File: src/rtl/time_adj_pkg.sv
// Shared types and constants for the time-adjust controller and its key path.
package time_adj_pkg;

   typedef enum logic [2:0] {RUN, SEC_U, SEC_T, MIN_U, MIN_T, HR_U, HR_T} state_e;

   typedef enum logic [1:0] {SEC, MIN, HR} field_e;

   localparam logic [1:0] SEL_IDLE  = 2'b11;
   localparam logic [1:0] SEL_UNITS = 2'b10;
   localparam logic [1:0] SEL_TENS  = 2'b01;

   function automatic state_e next_state(state_e s);
      case (s)
         RUN:     return SEC_U;
         SEC_U:   return SEC_T;
         SEC_T:   return MIN_U;
         MIN_U:   return MIN_T;
         MIN_T:   return HR_U;
         HR_U:    return HR_T;
         default: return RUN;
      endcase
   endfunction

   // Active-low digit select of field f while the editor sits in state s.
   function automatic logic [1:0] sel_for(state_e s, field_e f);
      logic [1:0] sel;
      sel = SEL_IDLE;
      case (s)
         SEC_U:   if (f == SEC) sel = SEL_UNITS;
         SEC_T:   if (f == SEC) sel = SEL_TENS;
         MIN_U:   if (f == MIN) sel = SEL_UNITS;
         MIN_T:   if (f == MIN) sel = SEL_TENS;
         HR_U:    if (f == HR)  sel = SEL_UNITS;
         HR_T:    if (f == HR)  sel = SEL_TENS;
         default: sel = SEL_IDLE;
      endcase
      return sel;
   endfunction

endpackage

File: src/rtl/time_adj_ctrl_if.sv
// Key inputs and counter-chain / display outputs of the time-adjust controller.
interface time_adj_ctrl_if;

   logic       I_KEY_MODE;
   logic       I_KEY_UP;
   logic       I_KEY_DOWN;
   logic       O_TRIG_F;
   logic       O_ADJ_UP;
   logic       O_ADJ_DOWN;
   logic [1:0] O_SEL_SEC;
   logic [1:0] O_SEL_MIN;
   logic [1:0] O_SEL_HOUR;
   logic       O_EDIT;
   logic       O_BLINK;

   modport master (
      input  I_KEY_MODE, I_KEY_UP, I_KEY_DOWN,
      output O_TRIG_F, O_ADJ_UP, O_ADJ_DOWN, O_SEL_SEC, O_SEL_MIN, O_SEL_HOUR, O_EDIT, O_BLINK
   );

   modport slave (
      output I_KEY_MODE, I_KEY_UP, I_KEY_DOWN,
      input  O_TRIG_F, O_ADJ_UP, O_ADJ_DOWN, O_SEL_SEC, O_SEL_MIN, O_SEL_HOUR, O_EDIT, O_BLINK
   );

endinterface

File: src/rtl/time_adj_ctrl_key_repeat.sv
// One adjust key: input register, rising-edge pulse, hold delay and auto-repeat.
module key_repeat #(
   parameter int unsigned PAR_HOLD_CYC = 25000000,
   parameter int unsigned PAR_RPT_CYC  = 5000000
) (
   input  logic I_SYS_CLK,
   input  logic I_EXT_RST,
   input  logic key,
   input  logic clr,
   output logic pulse,
   output logic key_edge,
   output logic key_level
);

   localparam int unsigned HOLD_W = $clog2(PAR_HOLD_CYC + 1);
   localparam int unsigned RPT_W  = (PAR_RPT_CYC > 1) ? $clog2(PAR_RPT_CYC) : 1;
   localparam logic [HOLD_W-1:0] HOLD_MAX = HOLD_W'(PAR_HOLD_CYC);
   localparam logic [RPT_W-1:0]  RPT_LAST = RPT_W'(PAR_RPT_CYC - 1);

   logic              key_q, key_prev_q, block_q;
   logic [HOLD_W-1:0] hold_q;
   logic [RPT_W-1:0]  rpt_q;
   logic              run, rise, hold_hit, rpt_hit;

   always_comb begin
      run       = key_q & ~block_q & ~clr;
      rise      = key_q & ~key_prev_q;
      hold_hit  = (hold_q == HOLD_MAX - 1'b1);
      rpt_hit   = (hold_q == HOLD_MAX) && (rpt_q == RPT_LAST);
      pulse     = run & (rise | hold_hit | rpt_hit);
      key_edge  = key_q ^ key_prev_q;
      key_level = key_q;
   end

   // A clear blocks the key until it is released, so a held key never resumes by itself.
   always_ff @(posedge I_SYS_CLK or posedge I_EXT_RST) begin
      if (I_EXT_RST) begin
         key_q      <= 1'b0;
         key_prev_q <= 1'b0;
         block_q    <= 1'b0;
         hold_q     <= '0;
         rpt_q      <= '0;
      end else begin
         key_q      <= key;
         key_prev_q <= key_q;
         if (clr) begin
            block_q <= 1'b1;
         end else if (!key_q) begin
            block_q <= 1'b0;
         end
         if (!run) begin
            hold_q <= '0;
            rpt_q  <= '0;
         end else if (hold_q != HOLD_MAX) begin
            hold_q <= hold_q + 1'b1;
            rpt_q  <= '0;
         end else if (rpt_hit) begin
            rpt_q <= '0;
         end else begin
            rpt_q <= rpt_q + 1'b1;
         end
      end
   end

endmodule

File: src/rtl/time_adj_ctrl.sv
// Time-adjust controller: 1 s prescaler, MODE/UP/DOWN edit FSM, edit timeout and
// registered select / adjust / trigger / blink outputs for the sec-min-hour chain.
module time_adj_ctrl
   import time_adj_pkg::*;
#(
   parameter int unsigned PAR_TICK_DIV  = 50000000,
   parameter int unsigned PAR_HOLD_CYC  = 25000000,
   parameter int unsigned PAR_RPT_CYC   = 5000000,
   parameter int unsigned PAR_TIMEOUT_S = 10
) (
   input  logic            I_SYS_CLK,
   input  logic            I_EXT_RST,
   time_adj_ctrl_if.master bus
);

   localparam int unsigned PRE_W = $clog2(PAR_TICK_DIV);
   localparam int unsigned TMO_W = $clog2(PAR_TIMEOUT_S + 1);
   localparam logic [PRE_W-1:0] PRE_LAST  = PRE_W'(PAR_TICK_DIV - 1);
   localparam logic [PRE_W-1:0] BLINK_LIM = PRE_W'(PAR_TICK_DIV / 2);
   localparam logic [TMO_W-1:0] TMO_LAST  = TMO_W'(PAR_TIMEOUT_S - 1);

   state_e           state_q, state_d;
   logic [PRE_W-1:0] pre_q, pre_d;
   logic [TMO_W-1:0] tmo_q, tmo_d;
   logic             tick;
   logic             mode_q, mode_prev_q, mode_rise;
   logic             up_p, dn_p, up_e, dn_e, up_l, dn_l;
   logic             in_edit, key_clr, activity;

   key_repeat #(
      .PAR_HOLD_CYC (PAR_HOLD_CYC),
      .PAR_RPT_CYC  (PAR_RPT_CYC)
   ) u_key_up (
      .I_SYS_CLK (I_SYS_CLK),
      .I_EXT_RST (I_EXT_RST),
      .key       (bus.I_KEY_UP),
      .clr       (key_clr),
      .pulse     (up_p),
      .key_edge  (up_e),
      .key_level (up_l)
   );

   key_repeat #(
      .PAR_HOLD_CYC (PAR_HOLD_CYC),
      .PAR_RPT_CYC  (PAR_RPT_CYC)
   ) u_key_down (
      .I_SYS_CLK (I_SYS_CLK),
      .I_EXT_RST (I_EXT_RST),
      .key       (bus.I_KEY_DOWN),
      .clr       (key_clr),
      .pulse     (dn_p),
      .key_edge  (dn_e),
      .key_level (dn_l)
   );

   always_comb begin
      tick      = (pre_q == PRE_LAST);
      pre_d     = tick ? '0 : pre_q + 1'b1;
      mode_rise = mode_q & ~mode_prev_q;
      in_edit   = (state_q != RUN);
      // MODE edge beats a coincident adjust; both keys down cancels both.
      key_clr   = ~in_edit | mode_rise | (up_l & dn_l);
      activity  = (mode_q ^ mode_prev_q) | up_e | dn_e | up_p | dn_p;
      state_d   = state_q;
      tmo_d     = tmo_q;
      if (mode_rise) begin
         state_d = next_state(state_q);
         tmo_d   = '0;
      end else if (in_edit) begin
         if (activity) begin
            tmo_d = '0;
         end else if (tick) begin
            if (tmo_q == TMO_LAST) begin
               state_d = RUN;
               tmo_d   = '0;
            end else begin
               tmo_d = tmo_q + 1'b1;
            end
         end
      end
   end

   always_ff @(posedge I_SYS_CLK or posedge I_EXT_RST) begin
      if (I_EXT_RST) begin
         state_q        <= RUN;
         pre_q          <= '0;
         tmo_q          <= '0;
         mode_q         <= 1'b0;
         mode_prev_q    <= 1'b0;
         bus.O_TRIG_F   <= 1'b0;
         bus.O_ADJ_UP   <= 1'b0;
         bus.O_ADJ_DOWN <= 1'b0;
         bus.O_SEL_SEC  <= SEL_IDLE;
         bus.O_SEL_MIN  <= SEL_IDLE;
         bus.O_SEL_HOUR <= SEL_IDLE;
         bus.O_EDIT     <= 1'b0;
         bus.O_BLINK    <= 1'b1;
      end else begin
         state_q        <= state_d;
         pre_q          <= pre_d;
         tmo_q          <= tmo_d;
         mode_q         <= bus.I_KEY_MODE;
         mode_prev_q    <= mode_q;
         // Outputs follow state_d so selects, pulses and trigger change together.
         bus.O_TRIG_F   <= tick & (state_d == RUN);
         bus.O_ADJ_UP   <= up_p & ~dn_p & (state_d != RUN);
         bus.O_ADJ_DOWN <= dn_p & ~up_p & (state_d != RUN);
         bus.O_SEL_SEC  <= sel_for(state_d, SEC);
         bus.O_SEL_MIN  <= sel_for(state_d, MIN);
         bus.O_SEL_HOUR <= sel_for(state_d, HR);
         bus.O_EDIT     <= (state_d != RUN);
         bus.O_BLINK    <= (pre_d < BLINK_LIM);
      end
   end

endmodule
File: src/flat_wrapper.sv
// flat-port wrapper written by rule: the top's interface ports become plain ports
module time_adj_ctrl_flat import time_adj_pkg::*;
#(
   parameter int unsigned PAR_TICK_DIV  = 50000000,
   parameter int unsigned PAR_HOLD_CYC  = 25000000,
   parameter int unsigned PAR_RPT_CYC   = 5000000,
   parameter int unsigned PAR_TIMEOUT_S = 10
)
  (I_SYS_CLK, I_EXT_RST, bus_I_KEY_MODE, bus_I_KEY_UP, bus_I_KEY_DOWN, bus_O_TRIG_F, bus_O_ADJ_UP, bus_O_ADJ_DOWN, bus_O_SEL_SEC, bus_O_SEL_MIN, bus_O_SEL_HOUR, bus_O_EDIT, bus_O_BLINK);
  time_adj_ctrl_if bus_i ();
  input  logic I_SYS_CLK;
  input  logic I_EXT_RST;
  input wire logic [$bits(bus_i.I_KEY_MODE)-1:0] bus_I_KEY_MODE;
  input wire logic [$bits(bus_i.I_KEY_UP)-1:0] bus_I_KEY_UP;
  input wire logic [$bits(bus_i.I_KEY_DOWN)-1:0] bus_I_KEY_DOWN;
  output wire logic [$bits(bus_i.O_TRIG_F)-1:0] bus_O_TRIG_F;
  output wire logic [$bits(bus_i.O_ADJ_UP)-1:0] bus_O_ADJ_UP;
  output wire logic [$bits(bus_i.O_ADJ_DOWN)-1:0] bus_O_ADJ_DOWN;
  output wire logic [$bits(bus_i.O_SEL_SEC)-1:0] bus_O_SEL_SEC;
  output wire logic [$bits(bus_i.O_SEL_MIN)-1:0] bus_O_SEL_MIN;
  output wire logic [$bits(bus_i.O_SEL_HOUR)-1:0] bus_O_SEL_HOUR;
  output wire logic [$bits(bus_i.O_EDIT)-1:0] bus_O_EDIT;
  output wire logic [$bits(bus_i.O_BLINK)-1:0] bus_O_BLINK;
  assign bus_i.I_KEY_MODE = bus_I_KEY_MODE;
  assign bus_i.I_KEY_UP = bus_I_KEY_UP;
  assign bus_i.I_KEY_DOWN = bus_I_KEY_DOWN;
  assign bus_O_TRIG_F = bus_i.O_TRIG_F;
  assign bus_O_ADJ_UP = bus_i.O_ADJ_UP;
  assign bus_O_ADJ_DOWN = bus_i.O_ADJ_DOWN;
  assign bus_O_SEL_SEC = bus_i.O_SEL_SEC;
  assign bus_O_SEL_MIN = bus_i.O_SEL_MIN;
  assign bus_O_SEL_HOUR = bus_i.O_SEL_HOUR;
  assign bus_O_EDIT = bus_i.O_EDIT;
  assign bus_O_BLINK = bus_i.O_BLINK;
  time_adj_ctrl #(.PAR_TICK_DIV(PAR_TICK_DIV), .PAR_HOLD_CYC(PAR_HOLD_CYC), .PAR_RPT_CYC(PAR_RPT_CYC), .PAR_TIMEOUT_S(PAR_TIMEOUT_S)) u_core (.I_SYS_CLK(I_SYS_CLK), .I_EXT_RST(I_EXT_RST), .bus(bus_i));
endmodule
File: config.mk
export PLATFORM = sky130hd
export DESIGN_NAME = time_adj_ctrl_flat
export DESIGN_NICKNAME = d
export VERILOG_FILES = /design/src/rtl/time_adj_pkg.sv /design/src/rtl/time_adj_ctrl_if.sv /design/src/rtl/time_adj_ctrl_key_repeat.sv /design/src/rtl/time_adj_ctrl.sv /design/src/flat_wrapper.sv
export SDC_FILE = /design/constraint.sdc
export NUM_CORES = 1
export LEC_CHECK = 0
export ABC_AREA = 0
export BUFFER_PORTS_ARGS = -buffer_cell sky130_fd_sc_hd__buf_2
export CAP_MARGIN = 10
export CORE_MARGIN = 3
export CORE_UTILIZATION = 35
export DETAILED_ROUTE_END_ITERATION = 8
export HOLD_SLACK_MARGIN = 0.08
export PLACE_DENSITY_LB_ADDON = 0.2
export SLEW_MARGIN = 25
export SYNTH_ARGS = -nofsm -noshare
export SYNTH_HDL_FRONTEND = slang
export SYNTH_SLANG_ARGS = --single-unit
File: constraint.sdc
create_clock -name I_SYS_CLK -period 10.4 [get_ports I_SYS_CLK]
set_input_delay 0 -clock I_SYS_CLK [delete_from_list [all_inputs] [get_ports I_SYS_CLK]]
set_output_delay 0 -clock I_SYS_CLK [all_outputs]
set_load 0.01 [all_outputs]
# Word level (Yosys, flattened, before mapping)
# Cells that the tools add are included.
dict set report word_totals {
  ff_bits 148
  out_inout_bits 11
  word_cells 130
}
dict set report op_classes {
  add_sub_neg 6
  magnitude_cmp 1
  n_eq_ne 25
  muxes 29
  n_bitwise 37
  n_reduce_logical 9
}
# cell n
set ops {}
lappend ops {{2-to-1 mux 23 bit} 6}
lappend ops {{equality test 25 bit (second input constant)} 4}
lappend ops {{2-to-1 mux 25 bit} 4}
lappend ops {{adder 25 x 1 -> 25 bit (second input constant)} 2}
lappend ops {{inequality test 25 bit (second input constant)} 2}
lappend ops {{adder 23 x 1 -> 23 bit (second input constant)} 2}
lappend ops {{equality test 23 bit (second input constant)} 2}
lappend ops {{adder 26 x 1 -> 26 bit (second input constant)} 1}
lappend ops {{equality test 26 bit (second input constant)} 1}
lappend ops {{less-than comparator 26 x 25 -> 1 bit (second input constant)} 1}
lappend ops {{2-to-1 mux 26 bit} 1}
lappend ops {{2-to-1 mux 4 bit} 5}
lappend ops {{case mux 3 bit (6 select lines)} 1}
lappend ops {{AND 1 bit} 15}
lappend ops {{equality test 3 bit (second input constant)} 5}
lappend ops {{2-to-1 mux 3 bit} 5}
lappend ops {{equality test 3 x 2 -> 1 bit (second input constant)} 4}
lappend ops {{case mux 2 bit (2 select lines)} 3}
lappend ops {{OR 1 bit} 10}
lappend ops {{inverter 1 bit} 9}
lappend ops {{nonzero test 3 bit} 3}
lappend ops {{equality test 3 x 1 -> 1 bit (second input constant)} 2}
lappend ops {{zero test 3 bit} 2}
lappend ops {{inequality test 2 x 1 -> 1 bit (second input constant)} 3}
lappend ops {{8 further kinds} 14}

# Longest topological paths before layout
# Gate-level depths: netlist of the first run.
dict set report depth {
  word_depth 14
  depth_mapped 10
  mapped_depth_nobuf 9
}

# Cells and area by module
# A second synthesis of the first run with hierarchy kept.
dict set report unflattened {
  cells_unflattened 796
  area_unflattened_um2 7815.0
}
# mod n_inst cells_each area_each_um2
set by_module_without_submodules {}
lappend by_module_without_submodules {key_repeat 2 282 2758.9}
lappend by_module_without_submodules {time_adj_ctrl 1 232 2297.2}

# Worst setup path after synthesis of the first run
# Ideal clock, no wire load.
dict set report synth_path {
  path_kind {flip-flop to flip-flop}
  from {register u_core.mode_q}
  to {register u_core.u_key_down.rpt_q[20]}
  setup_time_ns 0.073
  t_arrival_ns 2.436
  t_required_ns 10.327
  setup_slack_ns 7.891
  path_stages_with_launch 10
  path_buffers 3
  synth_period_minus_slack_ns 2.509
  path_cell_list {dfrtp_1 ha_1 clkbuf_1 a211o_1 or3b_1 buf_2 or4_1 a21o_1 buf_6 a21oi_2}
}
dict set report synth_between {
  elab_chain_cells 6
}
# item line
set synth_rtl {}
lappend synth_rtl {{start, declared} time_adj_ctrl.sv:26} ;# logic mode_q, mode_prev_q, mode_rise;
lappend synth_rtl {{start signal, assigned} time_adj_ctrl.sv:102} ;# mode_q <= bus.I_KEY_MODE;
lappend synth_rtl {{AND 1 bit} time_adj_ctrl.sv:59} ;# mode_rise = mode_q & ~mode_prev_q;
lappend synth_rtl {{OR 1 bit (2 in series)} time_adj_ctrl.sv:62} ;# key_clr = ~in_edit | mode_rise | (up_l & dn_l);
lappend synth_rtl {{inverter 1 bit} time_adj_ctrl_key_repeat.sv:26} ;# run = key_q & ~block_q & ~clr;
lappend synth_rtl {{AND 1 bit} time_adj_ctrl_key_repeat.sv:26}
lappend synth_rtl {{2-to-1 mux 23 bit} time_adj_ctrl_key_repeat.sv:51} ;# if (!run) begin
lappend synth_rtl {{end signal, assigned} time_adj_ctrl_key_repeat.sv:60} ;# rpt_q <= rpt_q + 1'b1;
lappend synth_rtl {{end, declared} time_adj_ctrl_key_repeat.sv:22} ;# logic [RPT_W-1:0] rpt_q;
# No other way between the ends.
# A chain may end at the register's enable or synchronous reset.

# Worst setup path in the final report of the first run
dict set report layout_path {
  from {register u_core.mode_q}
  to {register u_core.u_key_down.rpt_q[22]}
}
# Same word-level chain as after synthesis.

==> results.yml, run 1 <==
critical_path:
  arrival_ps: 3650
  ff2ff_path_depth: 6
  crit_family: "simple AND/OR/NAND/NOR gates"
  crit_buf_inv: 0
  crit_path_top_delay_cell: "or3b_1"
  crit_cells: 6
  worst_path_largest_cell_delay_ps: 770
  crit_chain: "ha_1 > a211o_1 > or3b_1 > or4_1 > a21o_1 > a21oi_1"
  critPathMaxFanout: 27
  critPathKind: "reg -> reg"
  end_kind: "flip-flop"
  start_kind: "flip-flop"
  crit_required_ps: 10740
global_routing:
  grt_max_degree: 78
  globalRoute.totalOverflow: 0
  grt_pass1_wl_mm: 26.0
  antenna_found_initial: 0
  grt_use_total_pct: 13.9
  grt_pass1_vias: 5265
drt:
  viasPerCell: 5.01
  wl_met3_microns: 369
  top_layer_used: "met4"
  post_drt_wl_per_cell_microns: 13.7
  via_count: 5351
  drc: 0
  dr.pass1.iters: 4
  wl_mm: 14.6
  wl_met2_mm: 6.43
  drtIter0Drc: 269
  wl_met1_mm: 7.55
  antenna_left: 0
sta:
  fmax_mhz: 302
  fin_worst_skew_ps: 7.49
  worstMarginPinSlew_ps: 913
  setup_viol: 0
  drv_slew: 0
  period_share_pct: 31.8
  fin_setup_tns_ps: 0
  rsz0062_at_grt: "false"
  period_needed_ps: 3310
  relSlewSlack_pct: 39.1
  hold_viol: 0
worst_hold_path:
  min_path_cells: 2
  hp-class: "in -> reg"
synth:
  synth-edff-count: 0
  ys_seq_area_share_pct: 50.1
  netlist_top_cells_area: "dfrtp_1 (48%), xor2_1 (7.4%), nor2_1 (6.4%)"
  synth_commonest_cells: "dfrtp_1 (141), nor2_1 (127), xor2_1 (63), nand2_1 (62), nand3_1 (47)"
  ys_ff_latch: 148
  syn_area_sq_um: 7410
  ys_warn_count: 0
  avgSynthCellArea_sq_um: 9.71
  yosysUniqueCellTypes: 56
  synthFlopType: "dfrtp_1"
  synth_top_cell_by_area: "dfrtp_1"
  synth_top_area_share_pct: 47.6
  synthArstFlopShare_pct: 100
  syn_nets: 780
  synth_most_common_cell: "dfrtp_1"
  syn_inst: 763
clock_tree:
  clkTransAtPathRegs_ps: 60
  tritoncts: "done"
  clockBufferDepth: 2
  cts-resized-gates: 0
  worstSkewPairLatency_ps: 420
  cts-htree-levels: 4
  cts.sinks: 148
  cts_made_buffers: 17
  root_buffer: "clkbuf_16"
floorplanning:
  io_pins: 16
  start_util_pct: 36.2
  fp.dieH_microns: 152
  coreArea_sq_um: 20500
  die_w_microns: 152
  die_area_sq_um: 23000
  num_rows: 52
run_status:
  status: "complete, no violations"
flow_run:
  drv_cap: 0
placed_design:
  portBuffers: 15
  place_hpwl_mm: 9.75
  gp_congestion: 0.745
  placed_cell_area_sq_um: 7760
layout:
  layout.nets: 802
  antenna_cells: 0
  syn_to_final_growth_pct: 13.6
  final_cell_area_sq_um: 8420
  drive_gt1_share_pct: 7.89
  fillCellCount: 2030
power_and_ir_drop:
  leakage_uw: 0.00340
  p_per_area_nw_per_um2: 160
  peakVddDrop_uv: 100
[placed cells by master, fill, tap and decap left out, types with 3 or more instances in the layout]
master,n
a21oi_1,12
nor2_1,127
nand2_1,62
or4_1,9
a21o_1,5
nor4b_1,9
inv_1,21
buf_2,15
bufinv_16,4
ha_1,12
nor2b_1,7
nand3_1,47
dfrtp_1,141
and3_1,31
clkbuf_1,4
xnor2_1,41
clkbuf_16,17
or3_1,11
and4_1,10
nor3_1,13
o21ai_0,15
clkinv_2,3
and2_1,4
nand4b_1,4
xor2_1,63
buf_4,3
nor4_1,18
o31ai_1,6
dlygate4sd3_1,4
nand4_1,28
dfstp_2,7
a32oi_1,3
[per-stage QoR]
| stage | utilization [%] | cells | worst slack (ps) | hold WS, ps | power [uW] |
|---|---|---|---|---|---|
| floorplan | - | 763 | 6430 | 31.4 | 683 |
| global placement | 37.9 | 1032 | 7130 | 110 | 713 |
| detailed placement | 37.9 | 1032 | 7060 | 109 | 712 |
| CTS | 41.1 | 1068 | 7060 | 195 | 1370 |
| global route | 41.1 | 1068 | 6710 | 208 | 1410 |
| finish | 41.1 | 1068 | 7090 | 216 | 1350 |
[logic make-up (layout without fill, tap and decap cells)]
logic type / after synthesis / after routing / synth area share, %
fa+ha+maj: 12 / 12 / 2.03
buf+inv: 41 / 76 / 2.35
mux: 2 / 2 / 0.270
compound gates: 57 / 57 / 5.12
simple gates: 399 / 399 / 27.9
flops: 148 / 148 / 50.1
xor+xnor: 104 / 104 / 12.3
[path summary, 6_finish.rpt]
check                                                           end  slack [ps]               startpoint
hold reg to reg                        u_core.mode_prev_q$_DFF_PP0_         390  u_core.mode_q$_DFF_PP0_
setup / recovery              u_core.u_key_down.rpt_q[22]$_DFF_PP0_        7090  u_core.mode_q$_DFF_PP0_
setup reg to reg              u_core.u_key_down.rpt_q[22]$_DFF_PP0_        7090  u_core.mode_q$_DFF_PP0_
min in group asynchronous       u_core.u_key_up.rpt_q[20]$_DFF_PP0_         250                I_EXT_RST
hold / removal                u_core.u_key_down.key_level$_DFF_PP0_         220           bus_I_KEY_DOWN
max in group asynchronous  u_core.u_key_down.hold_q[23]$_DFFE_PP0P_        8780                I_EXT_RST
[cell type report]
| class | instances | area [sq um] | area share, % |
|---|---|---|---|
| Inverter | 22 | 87.6 | 1.04 |
| Clock buffer | 23 | 468 | 5.56 |
| Tap cell | 270 | 338 | 4.01 |
| Sequential cell | 148 | 3710 | 44.1 |
| Clock inverter | 9 | 151 | 1.80 |
| Multi-Input combinational cell | 574 | 3520 | 41.9 |
| Timing Repair Buffer | 22 | 138 | 1.63 |
[report_power, final]
| group | total [uW] | leakage (uW) | switching (uW) | internal (uW) |
|---|---|---|---|---|
| Combinational | 87.3 | 0.00109 | 58.8 | 28.6 |
| Clock | 645 | 0.000302 | 231 | 414 |
| Sequential | 615 | 0.00200 | 16.6 | 599 |
| Total | 1350 | 0.00340 | 306 | 1040 |
[sequential cells by signal, indices dropped and copies added, names as in the netlist, 2 cells and up]
name	count
u_core.tmo_q	4
u_core.pre_q	26
u_core.bus.O_SEL_SEC	2
u_core.bus.O_SEL_HOUR	2
u_core.u_key_up.rpt_q	23
u_core.bus.O_SEL_MIN	2
u_core.state_q	3
u_core.u_key_down.rpt_q	23
u_core.u_key_up.hold_q	25
u_core.u_key_down.hold_q	25
[what timing repair did]
| action | CTS | global route |
|---|---|---|
| setup buffers | 0 | 0 |
| hold endpoints to repair | 75 | 0 |
| hold buffers | 4 | 0 |
[metal layers]
layer  up-vias  GRT usage, %
met5         -             0
met4         0          5.39
met3        25          2.71
met2        59          20.8
met1      2548          20.1
li1       2719             -
Note: power is estimated with default switching activity, not from simulation.
==> run 2: changes to the inputs <==
==> constraint.sdc (replaced) <==
create_clock -name I_SYS_CLK -period 3.2 [get_ports I_SYS_CLK]
set_input_delay 0 -clock I_SYS_CLK [delete_from_list [all_inputs] [get_ports I_SYS_CLK]]
set_output_delay 0 -clock I_SYS_CLK [all_outputs]
set_load 0.01 [all_outputs]
==> results.yml, run 2 (same netlist as run 1, synthesis figures left out) <==
critical_path:
  critPathKind: "reg -> reg"
  start_kind: "flip-flop"
  r2r_slack_ps: 360
  crit_path_top_delay_cell: "or4_1"
  crit_chain: "ha_1 > a211o_1 > or3b_1 > or4_1 > a21o_1 > a21oi_1"
  crit_family: "compound AO/OA/AOI/OAI gates"
  crit_required_ps: 3530
  worst_path_largest_cell_delay_ps: 550
  critPathMaxFanout: 22
  crit_buf_inv: 0
  arrival_ps: 3170
  crit_cells: 6
  end_kind: "flip-flop"
  ff2ff_path_depth: 6
power_and_ir_drop:
  p_comb_share_pct: 6.8
  peakVddDrop_uv: 377
  power_frac_clock_pct: 48.4
  leakage_uw: 0.00345
  p_per_area_nw_per_um2: 524
  intPower_uw: 3390
  switching_share_pct: 23.9
  switching_power_uw: 1070
  seqPwrFrac_pct: 44.8
sta:
  fmax_mhz: 352
  drv_slew: 0
  fin_worst_skew_ps: 10.6
  rsz0062_at_grt: "false"
  hold_viol: 0
  relSlewSlack_pct: 48.1
  setup_viol: 0
  period_needed_ps: 2840
  period_share_pct: 88.8
  worstMarginPinSlew_ps: 779
  fin_setup_tns_ps: 0
global_routing:
  grt_use_total_pct: 14.0
  antenna_found_initial: 0
  grt_max_degree: 66
  globalRoute.totalOverflow: 0
  grt_pass1_wl_mm: 26.1
  grt_pass1_vias: 5366
floorplanning:
  fp.dieH_microns: 152
  start_util_pct: 36.2
  io_pins: 16
  die_w_microns: 152
  num_rows: 52
  coreArea_sq_um: 20500
  die_area_sq_um: 23000
layout:
  syn_to_final_growth_pct: 15.0
  antenna_cells: 0
  most-common-layout-cells: "dfrtp_1 (141), nor2_1 (127), xor2_1 (63), nand2_1 (62), nand3_1 (47)"
  reg_top3: "u_core.pre_q (26), u_core.u_key_down.hold_q (25), u_core.u_key_up.hold_q (25)"
  drive_gt1_share_pct: 9.19
  final_cells: 1075
  mostFrequentLayoutCell: "dfrtp_1"
  final_core_util_pct: 41.6
  largest_reg_flops: 26
  top_register: "u_core.pre_q"
  layout.nets: 810
placed_design:
  place_hpwl_mm: 9.89
  gp_congestion: 0.780
  dp_cells: 1040
  portBuffers: 15
clock_tree:
  cts_made_buffers: 17
  worstSkewPairLatency_ps: 420
  cts-htree-levels: 4
  clkTransAtPathRegs_ps: 70
  clockBufferDepth: 2
  cts.sinks: 148
  tritoncts: "done"
  root_buffer: "clkbuf_16"
flow_run:
  drv_cap: 0
drt:
  wl_mm: 14.8
  viasPerCell: 5.07
  dr.pass1.iters: 4
  antenna_left: 0
  via_count: 5453
  drtIter0Drc: 260
  post_drt_wl_per_cell_microns: 13.8
  drc: 0
worst_hold_path:
  hp-class: "in -> async"
run_status:
  status: "complete, no violations"
run 2: cell count changes in the layout (fill, tap and decap cells not counted), sizes merged:
cell / previous run / this run
inv: 23 / 25
clkinv: 3 / 4
buf: 18 / 26
clkbuf: 23 / 18
clkinvlp: 1 / 2
run 2: worst min-delay path, cell delays in order:
cell and delay [ps]:
dlygate4sd3_1 530, buf_2 130, clkinvlp_4 430
run 2: layout make-up:
type | instances | area (sq um)
Clock buffer | 18 | 439
Clock inverter | 13 | 199
Fill cell | 1992 | 12000
Inverter | 22 | 86.3
Multi-Input combinational cell | 574 | 3520
Sequential cell | 148 | 3710
Tap cell | 270 | 338
Timing Repair Buffer | 30 | 223
run 2: final timing paths:
check | startpoint | end
setup / recovery | u_core.mode_q$_DFF_PP0_ | u_core.u_key_down.rpt_q[22]$_DFF_PP0_
hold / removal | I_EXT_RST | u_core.pre_q[21]$_DFF_PP0_
setup reg to reg | u_core.mode_q$_DFF_PP0_ | u_core.u_key_down.rpt_q[22]$_DFF_PP0_
hold reg to reg | u_core.mode_q$_DFF_PP0_ | u_core.mode_prev_q$_DFF_PP0_
max in group asynchronous | I_EXT_RST | u_core.bus.O_SEL_MIN[1]$_DFF_PP1_
min in group I_SYS_CLK | bus_I_KEY_DOWN | u_core.u_key_down.key_level$_DFF_PP0_
run 2: layer usage:
layer / GRT usage (%) / vias to the layer above / wire length, microns / part of all wire [%]
li1: - / 2728 / - / -
met1: 20.3 / 2655 / 7660 / 52
met2: 21.0 / 60 / 6680 / 45
met3: 3.39 / 10 / 377 / 2.5
met4: 3.59 / 0 / 121 / 0.82
met5: 0 / - / 0 / 0
run 2: power groups by stage:
stage / Sequential (uW) / Clock (uW) / Combinational (uW)
after floorplan: 2030 / 0 / 191
after detailed placement: 2030 / 0 / 303
after CTS: 2000 / 2220 / 310
final: 2000 / 2160 / 302
after global placement: 2030 / 0 / 303
after global routing: 2010 / 2310 / 343
run 2: per-stage QoR:
stage                     worst slack [ps]  total power [uW]  hold slack (ps)  instance area, sq um
after CTS                              330              4530              204                  8520
after global routing                  75.6              4660              211                  8520
after floorplan                        691              2220             31.4                  7410
after detailed placement               334              2330              112                  7840
final                                  358              4460              213                  8520
after global placement                 396              2340              108                  7840
run 2: what timing repair did:
item | in CTS | in global routing
buffers inserted | 0 | 0
endpoints found under the hold margin | 28 | 0
gates resized for setup | 0 | 0
hold buffers | 4 | 0
==> run 3: changes to the inputs <==
--- a/config.mk
+++ b/config.mk
@@ -5,7 +5,7 @@
 export SDC_FILE = /design/constraint.sdc
 export NUM_CORES = 1
 export LEC_CHECK = 0
-export ABC_AREA = 0
+export ABC_AREA = 1
 export BUFFER_PORTS_ARGS = -buffer_cell sky130_fd_sc_hd__buf_2
 export CAP_MARGIN = 10
 export CORE_MARGIN = 3
==> results.yml, run 3 <==
clock_tree:
  cts-htree-levels: 4
  clockBufferDepth: 2
  cts.sinks: 148
  cts-resized-gates: 0
  cts_setup_buffers: 0
  holdBufCountCts: 4
  root_buffer: "clkbuf_16"
  tritoncts: "done"
  cts_made_buffers: 17
  clkTransAtPathRegs_ps: 60
  worstSkewPairLatency_ps: 430
global_routing:
  globalRoute.totalOverflow: 0
  grt_pass1_wl_mm: 30.5
  grt_use_total_pct: 15.0
  grt_pass1_vias: 6388
  grt_max_degree: 68
  antenna_found_initial: 0
drt:
  drtIter0Drc: 433
  dr.pass1.iters: 5
  viasPerCell: 4.79
  via_count: 6482
  antenna_left: 0
  post_drt_wl_per_cell_microns: 12.7
  wl_mm: 17.1
  drc: 0
power_and_ir_drop:
  leakage_uw: 0.00390
  peakVddDrop_uv: 299
  p_comb_share_pct: 8.3
  seqPwrFrac_pct: 46.4
  power_frac_clock_pct: 45.3
  switching_share_pct: 25.6
  p_per_area_nw_per_um2: 474
  switching_power_uw: 1100
  intPower_uw: 3190
sta:
  fin_setup_tns_ps: 0
  setup_viol: 0
  fin_worst_skew_ps: 15.1
  relSlewSlack_pct: 54.1
  rsz0062_at_grt: "false"
  hold_viol: 0
  drv_slew: 0
  period_share_pct: 70.8
  worstMarginPinSlew_ps: 687
  period_needed_ps: 2260
  fmax_mhz: 442
critical_path:
  crit_required_ps: 3540
  crit_path_top_delay_cell: "dfrtp_1"
  r2r_end: "u_core.u_key_up.rpt_q[12]$_DFF_PP0_"
  ff2ff_path_depth: 10
  r2r_slack_ps: 940
  crit_family: "simple AND/OR/NAND/NOR gates"
  r2r-start: "u_core.mode_q$_DFF_PP0_"
  crit_chain: "ha_1 > inv_2 > nand3_1 > nor3_2 > inv_2 > nor2_1 > nand2_2 > inv_2 > o21ai_0 > a21oi_1"
  critPathMaxFanout: 16
  crit_top_cell: "inv_2"
  crit_start: "u_core.mode_q$_DFF_PP0_"
  end_kind: "flip-flop"
  crit_buf_inv: 3
  critPathKind: "reg -> reg"
  start_kind: "flip-flop"
  worst_path_largest_cell_delay_ps: 390
  arrival_ps: 2610
run_status:
  status: "complete, no violations"
layout:
  reg_top3: "u_core.pre_q (26), u_core.u_key_down.hold_q (25), u_core.u_key_up.hold_q (25)"
  top_register: "u_core.pre_q"
  final_cells: 1352
  mostFrequentLayoutCell: "nand2_1"
  layout.nets: 1076
  syn_to_final_growth_pct: 13.4
  antenna_cells: 0
  drive_gt1_share_pct: 11.8
  most-common-layout-cells: "nand2_1 (167), inv_1 (157), nor2_1 (145), dfrtp_1 (141), nand3_1 (68)"
  largest_reg_flops: 26
floorplanning:
  io_pins: 16
  start_util_pct: 36.1
  fp.dieH_microns: 157
  die_area_sq_um: 24700
  die_w_microns: 157
  num_rows: 54
  coreArea_sq_um: 22200
synth:
  ys_seq_area_share_pct: 46.4
  avgSynthCellArea_sq_um: 7.83
  ys_warn_count: 0
  synth_top_cell_by_area: "dfrtp_1"
  syn_area_sq_um: 8000
  synth_most_common_cell: "nand2_1"
  syn_nets: 1039
  synthFlopType: "dfrtp_1"
  synth-edff-count: 0
  syn_inst: 1022
  synthArstFlopShare_pct: 100
  synth_commonest_cells: "nand2_1 (167), inv_1 (158), nor2_1 (145), dfrtp_1 (141), nand3_1 (68)"
  synth_top_area_share_pct: 44.1
  yosysUniqueCellTypes: 44
  netlist_top_cells_area: "dfrtp_1 (44%), nand2_1 (7.8%), inv_1 (7.4%)"
  ys_ff_latch: 148
placed_design:
  gp_congestion: 0.853
  place_hpwl_mm: 12.6
  dp_cells: 1316
  portBuffers: 15
worst_hold_path:
  min_from: "bus_I_KEY_DOWN"
  worstHoldEndpoint: "u_core.u_key_down.key_level$_DFF_PP0_"
  min_path_cells: 2
  hp-class: "in -> reg"
flow_run:
  drv_cap: 0
## run 3: changes by cell type in the layout (fill, tap and decap cells not counted), moves of 21 or more
cell / delta
xnor2_1: -38
o21ai_0: +35
nor3_1: +41
a21oi_1: +54
nand3_1: +21
nand2_1: +105
and3_1: -29
inv_1: +136
xor2_1: -49
## run 3: layer usage
layer | GRT usage (%) | part of all wire [%]
met1 | 21.1 | 51
met2 | 24.1 | 45
met3 | 3.24 | 2.9
met4 | 3.22 | 0.88
met5 | 0 | 0
## run 3: cell families (layout without fill, tap and decap cells)
kind of cell / Yosys count / count (layout) / share of synthesized area, %
XOR/XNOR: 17 / 17 / 1.86
flip-flops: 148 / 148 / 46.4
AND/OR/NAND/NOR: 530 / 530 / 31.6
adder cells (fa/ha/maj): 12 / 12 / 1.88
AO/OA/AOI/OAI: 144 / 144 / 10.1
buffers and inverters: 171 / 221 / 8.18
## run 3: power groups by stage
stage	registers, uW	logic, uW	clock network [uW]
final	1990	356	1950
after global routing	2000	408	2110
after CTS	1990	365	2020
after detailed placement	2030	360	0
after global placement	2030	358	0
after floorplan	2040	242	0
## run 3: layout make-up
type	instances	area (sq um)
sequential	148	3710
clock buffer	20	457
clock inverter	12	119
multi-input combinational	703	3640
fill	2279	13100
timing repair buffer	25	173
inverter	164	619
tap	280	350
## run 3: through the flow
stage	worst slack (ps)	hold slack [ps]	instance area, sq um	utilization, %	total power (uW)
CTS	908	196	9070	40.9	4380
detailed placement	914	110	8450	38.1	2390
finish	936	222	9070	40.9	4300
global placement	1030	110	8450	38.1	2390
floorplan	1340	31.4	8010	-	2280
global route	650	213	9070	40.9	4520
## run 3: worst max path at each step
stage	cells past startpoint	endpoint	slack [ps]
floorplan	1	u_core.bus.O_ADJ_DOWN$_DFF_PP0_	1340
global placement	15	u_core.tmo_q[0]$_DFFE_PP0P_	1030
detailed placement	10	u_core.u_key_up.rpt_q[18]$_DFF_PP0_	910
CTS	10	u_core.u_key_up.rpt_q[12]$_DFF_PP0_	910
global route	13	u_core.u_key_down.rpt_q[20]$_DFF_PP0_	650
finish	10	u_core.u_key_up.rpt_q[12]$_DFF_PP0_	940
